<file path="src/rtl/axi4_wr_outstanding_limiter.sv">
// AXI4 write-path gate: caps outstanding AW transactions, holds W until its AW has been accepted,
// and quiesces the port on drain_req. Define AXI4_WR_LIMIT_STATS_EN to add the aw_stall_cycles counter.
module axi4_wr_outstanding_limiter #(
   parameter int  MAX_OUTSTANDING = 8,
   localparam int CNT_W           = $clog2(MAX_OUTSTANDING + 1)
) (
   input  logic             aclk,
   input  logic             areset,
   input  logic             s_awvalid,
   output logic             s_awready,
   output logic             m_awvalid,
   input  logic             m_awready,
   input  logic             s_wvalid,
   input  logic             s_wlast,
   output logic             s_wready,
   output logic             m_wvalid,
   input  logic             m_wready,
   input  logic             bvalid,
   input  logic             bready,
   input  logic             drain_req,
   output logic             drain_done,
   output logic [CNT_W-1:0] wr_outstanding,
   output logic             err_underflow
`ifdef AXI4_WR_LIMIT_STATS_EN
   ,
   output logic [31:0]      aw_stall_cycles
`endif
);

   localparam logic [CNT_W-1:0] MAX_C = CNT_W'(MAX_OUTSTANDING);
   localparam logic [CNT_W-1:0] ONE_C = CNT_W'(1);

   typedef enum logic [1:0] {RUN, DRAIN, DRAINED} state_e;

   state_e           state_q, state_d;
   logic [CNT_W-1:0] out_cnt_q, out_cnt_d;
   logic [CNT_W-1:0] aw_credit_q, aw_credit_d;
   logic             err_q, err_d;
   logic             aw_allow, w_allow;
   logic             aw_hs, w_last_hs, b_hs;

   // Gating depends only on registered state, so no ready/valid combinational loop forms.
   assign w_allow   = (aw_credit_q != '0);
   assign m_awvalid = s_awvalid & aw_allow;
   assign s_awready = m_awready & aw_allow;
   assign m_wvalid  = s_wvalid & w_allow;
   assign s_wready  = m_wready & w_allow;

   assign aw_hs     = m_awvalid & m_awready;
   assign w_last_hs = m_wvalid & m_wready & s_wlast;
   assign b_hs      = bvalid & bready;

   always_comb begin
      out_cnt_d = out_cnt_q;
      err_d     = err_q;
      case ({aw_hs, b_hs})
         2'b10: out_cnt_d = out_cnt_q + ONE_C;
         2'b01: begin
            if (out_cnt_q == '0) err_d = 1'b1;
            else                 out_cnt_d = out_cnt_q - ONE_C;
         end
         default: out_cnt_d = out_cnt_q;
      endcase
   end

   always_comb begin
      aw_credit_d = aw_credit_q;
      if (aw_hs && !w_last_hs)      aw_credit_d = aw_credit_q + ONE_C;
      else if (!aw_hs && w_last_hs) aw_credit_d = aw_credit_q - ONE_C;
   end

   always_ff @(posedge aclk) begin
      if (areset) begin
         state_q     <= RUN;
         out_cnt_q   <= '0;
         aw_credit_q <= '0;
         err_q       <= 1'b0;
      end else begin
         state_q     <= state_d;
         out_cnt_q   <= out_cnt_d;
         aw_credit_q <= aw_credit_d;
         err_q       <= err_d;
      end
   end

   // Emptiness is judged on this edge's post-update counts; a dropped request wins over a tie.
   always_comb begin
      state_d = state_q;
      case (state_q)
         RUN:     if (drain_req) state_d = DRAIN;
         DRAIN: begin
            if (!drain_req)                                   state_d = RUN;
            else if (out_cnt_d == '0 && aw_credit_d == '0)    state_d = DRAINED;
         end
         DRAINED: if (!drain_req) state_d = RUN;
         default: state_d = RUN;
      endcase
   end

   always_comb begin
      aw_allow   = (state_q == RUN) && (out_cnt_q < MAX_C);
      drain_done = (state_q == DRAINED);
   end

   assign wr_outstanding = out_cnt_q;
   assign err_underflow  = err_q;

`ifdef AXI4_WR_LIMIT_STATS_EN
   logic [31:0] stall_q, stall_d;

   always_comb begin
      stall_d = stall_q;
      if (s_awvalid && !aw_allow && stall_q != 32'hFFFF_FFFF) stall_d = stall_q + 32'd1;
   end

   always_ff @(posedge aclk) begin
      if (areset) stall_q <= '0;
      else        stall_q <= stall_d;
   end

   assign aw_stall_cycles = stall_q;
`endif

endmodule

</file>
<file path="config.mk">
export PLATFORM = sky130hd
export DESIGN_NAME = axi4_wr_outstanding_limiter
export DESIGN_NICKNAME = d
export VERILOG_FILES = /design/src/rtl/axi4_wr_outstanding_limiter.sv
export SDC_FILE = /design/constraint.sdc
export NUM_CORES = 1
export LEC_CHECK = 0
export BUFFER_PORTS_ARGS = -buffer_cell sky130_fd_sc_hd__clkbuf_2
export CAP_MARGIN = 40
export CORE_MARGIN = 2
export CORE_UTILIZATION = 55
export CTS_BUF_LIST = sky130_fd_sc_hd__clkbuf_4
export CTS_CLUSTER_DIAMETER = 30
export DETAILED_ROUTE_END_ITERATION = 7
export PLACE_DENSITY = 0.87
export REMOVE_ABC_BUFFERS = 1
export SLEW_MARGIN = 20
export SYNTH_ARGS = -nofsm -noshare
export SYNTH_HDL_FRONTEND = slang
export SYNTH_SLANG_ARGS = --single-unit
</file>
<file path="constraint.sdc">
create_clock -name aclk -period 3.13 [get_ports aclk]
set_input_delay 0 -clock aclk [delete_from_list [all_inputs] [get_ports aclk]]
set_output_delay 0 -clock aclk [all_outputs]
set_load 0.02 [all_outputs]
</file>
==> summary.md <==
| Metric | Value |
|---|---|
| Main synth FF type | dfxtp_1 |
| Final Hold Viols | 0 |
| Max-cap violation count | 0 |
| # IOs | 20 |
| Sinks on Clock Net | 11 |
| Slew HR | 0.726 |
| Synth Instances | 109 |
| Rows | 14 |
| Max clock buf depth | 2 |
| Min-Delay Path Depth | 3 |
| Sequential share of the synthesized area | 0.252 |
| RSZ-0062 raised after global routing | no |
| Cts bufs inserted | 3 |
| Worst Setup SP | wr_outstanding[3]$_SDFF_PP0_ |
| Compound-cell area share of the yosys netlist | 0.252 |
| Maximum vdd drop | 0.307 mV |
| Routed WL | 2010 um |
| Netlist cell types | 40 |
| Synth Register Bits | 11 |
| Vias post-DR | 887 |
| Post-Synth Adder-Cell Area | 0.0860 |
| Async SR Flop Fraction | 0 |
| Remaining DRCs | 0 |
| Final period utilization | 0.802 |
| Gp weighted congestion | 0.815 |
| Area growth from synthesis to layout | 15.6% |
| Core Region | 0.00149 sq mm |
| F_max | 0.399 GHz |
| HPWL Detailed | 1600 um |
| Largest net degree at the start of global routing | 12 |
| Ratio of cells with drive above 1 in the final layout | 0.231 |
| Synth Area in Simple Gates | 0.337 |
| Actual slew at the worst max-slew pin | 0.409 ns |
| Die area | 0.00192 sq mm |
| Setup_tns | 0 ns |
| Vias per cell | 6.08 |
| Clock latency on the worst-skew pair | 0.26 ns |
| CTS root buffer | clkbuf_4 |
| Vias in the first global route | 799 |
| Max Slew Vio Count | 0 |
| Xor/xnor share of the synthesized area | 0.0201 |
| GRT Overall Usage | 0.241 |
| Initial antenna violation count | 0 |
| Post-synthesis mux area share | 0 |
| CTS tree | yes |
| Post-CTS setup buffers | 0 |
| EDFF count, synth | 0 |
| Worst setup EP type | register |
| Antenna cells | 0 |
| Clock skew | 0.000905 ns |
| Setup-failing EPs final | 0 |
| Worst-case reg-to-reg path depth | 10 |
| Post-Syn Area | 873 sq um |
| DIE WIDTH | 43.9 um |
| Worst slack, placed | 0.697 ns |
| Global-route wire length before repair | 3400 um |
| Hold Startpoint | drain_req |
| Status | complete, no violations |
| TritonRoute pass-1 iters | 4 |
| Vert. Die Dim | 43.9 um |
| Syn Area/Cell | 8.01 sq um |
| Hold Crit Class | in -> reg |
| Pwr Total | 0.378 mW |
| PortBufs | 19 |
| Grt total ovfl | 0 |
| Main combinational cell family by area after synthesis | simple AND/OR/NAND/NOR gates |
| Setup CP Type | reg -> reg |
| Clk pin slew, worst setup/hold paths | 0.06 ns |
| H-Tree Depth | 1 |
| Routed length per placed instance | 13.8 um |
| R2R Path End | state_q[0]$_SDFFE_PP0P_ |
| CP Max Fanout | 8 |
| Hold endpoint | state_q[0]$_SDFFE_PP0P_ |
| Worst Path Arrival | 2.64 ns |
| Required time of the critical path | 3.27 ns |
| Detail Route Antenna Nets | 0 |
| PostCTS Resize Cnt | 0 |
| Initial Util | 0.587 |
| Flop2flop setup slack | 0.62 ns |
| Clock period minus worst slack | 2.51 ns |
| Critical Path Start Type | register |
| Final worst setup slack | 0.621 ns |
| Synthesis Warnings | 0 |
| Nets | 147 |
| Reg-to-reg critical path startpoint | wr_outstanding[3]$_SDFF_PP0_ |
| # hold bufs at CTS | 0 |
| PwrDens | 374 mW/mm^2 |
| DRT iter0 DRCs | 31 |
| Pleak | 0.449 nW |
per-layer routing:
| layer | up-vias | share of wire | GRT usage |
|---|---|---|---|
| li1 | 440 | - | - |
| met1 | 396 | 0.46 | 0.321 |
| met2 | 45 | 0.44 | 0.362 |
| met3 | 6 | 0.076 | 0.0292 |
| met4 | 0 | 0.027 | 0.164 |
| met5 | - | 0 | 0 |
cell type report:
class | instances | area [sq um]
clock buffers | 4 | 30.0
fillers | 132 | 479
inverters | 10 | 37.5
multi-input cells | 86 | 607
flip-flops and latches | 11 | 220
well taps | 16 | 20.0
repair buffers | 19 | 95.1
critical path, cell delays in order (launching register included):
cell       delay [ns]
dfxtp_1          0.47
and2b_1          0.26
nand2_1          0.13
inv_1            0.10
ha_1             0.22
inv_1            0.13
a21oi_1          0.08
a32o_1           0.28
a2111oi_2        0.32
and4_1           0.26
a311oi_1         0.12
placed cells by master (no fill, tap or decap), types with 2 or more instances in the layout:
| cell type | count |
|---|---|
| nand3_1 | 5 |
| nor3b_1 | 3 |
| ha_1 | 6 |
| nor2b_1 | 7 |
| nor3_1 | 5 |
| nand2_1 | 3 |
| clkbuf_4 | 4 |
| nor2_1 | 14 |
| clkbuf_2 | 19 |
| inv_1 | 10 |
| and2_1 | 3 |
| and2b_1 | 2 |
| a21oi_1 | 6 |
| a311oi_1 | 2 |
| o211ai_1 | 3 |
| a32o_1 | 2 |
| o21ai_0 | 3 |
| dfxtp_1 | 11 |
state kept, by name (all words and copies together) (netlist names):
register        cells
aw_credit_q         4
err_underflow       1
state_q             2
wr_outstanding      4
metrics by stage:
step                      cell area (sq um)  hold WS, ns   util  cells
final                                  1010       0.0458  0.678    146
after global placement                  980        0.277  0.658    142
after floorplan                         865       0.0716      -    107
after detailed placement                980        0.318  0.658    142
after global routing                   1010       0.0594  0.678    146
after CTS                              1010       0.0270  0.678    146
synth_stat cells, types with 2 or more instances:
cell | count | share of area
a21oi_1 | 6 | 0.034
a32o_1 | 2 | 0.023
nand3_1 | 5 | 0.029
and2_1 | 3 | 0.021
nand2_1 | 3 | 0.013
a311oi_1 | 2 | 0.020
nor2b_1 | 7 | 0.050
nor3b_1 | 3 | 0.026
dfxtp_1 | 11 | 0.25
inv_1 | 10 | 0.043
o211ai_1 | 3 | 0.026
ha_1 | 6 | 0.086
nor2_1 | 14 | 0.060
nor3_1 | 5 | 0.029
and2b_1 | 2 | 0.017
o21ai_0 | 3 | 0.017
cells by family after synthesis:
| kind of cell | count (synthesis) |
|---|---|
| adders and majority gates | 6 |
| AOI/OAI and AO/OA | 28 |
| xor gates and xnor gates | 2 |
| DFF | 11 |
| and+or+nand+nor | 50 |
| buffers and inverters | 12 |
report_power, final:
group	total, mW	switching [mW]	internal [mW]
clock network	0.102	0.0441	0.0580
logic	0.118	0.0674	0.0501
registers	0.158	0.0110	0.147
total	0.378	0.122	0.255
how the worst max path moves through the flow:
stage / end / slack, ns / depth (start not counted)
after CTS: state_q[0]$_SDFFE_PP0P_ / 0.68 / 10
after global placement: state_q[0]$_SDFFE_PP0P_ / 0.75 / 10
after floorplan: state_q[1]$_SDFFE_PP0P_ / 0.84 / 10
final: state_q[0]$_SDFFE_PP0P_ / 0.62 / 10
after global routing: state_q[0]$_SDFFE_PP0P_ / 0.48 / 10
after detailed placement: state_q[0]$_SDFFE_PP0P_ / 0.70 / 10
(Power assumes the default switching activity.)
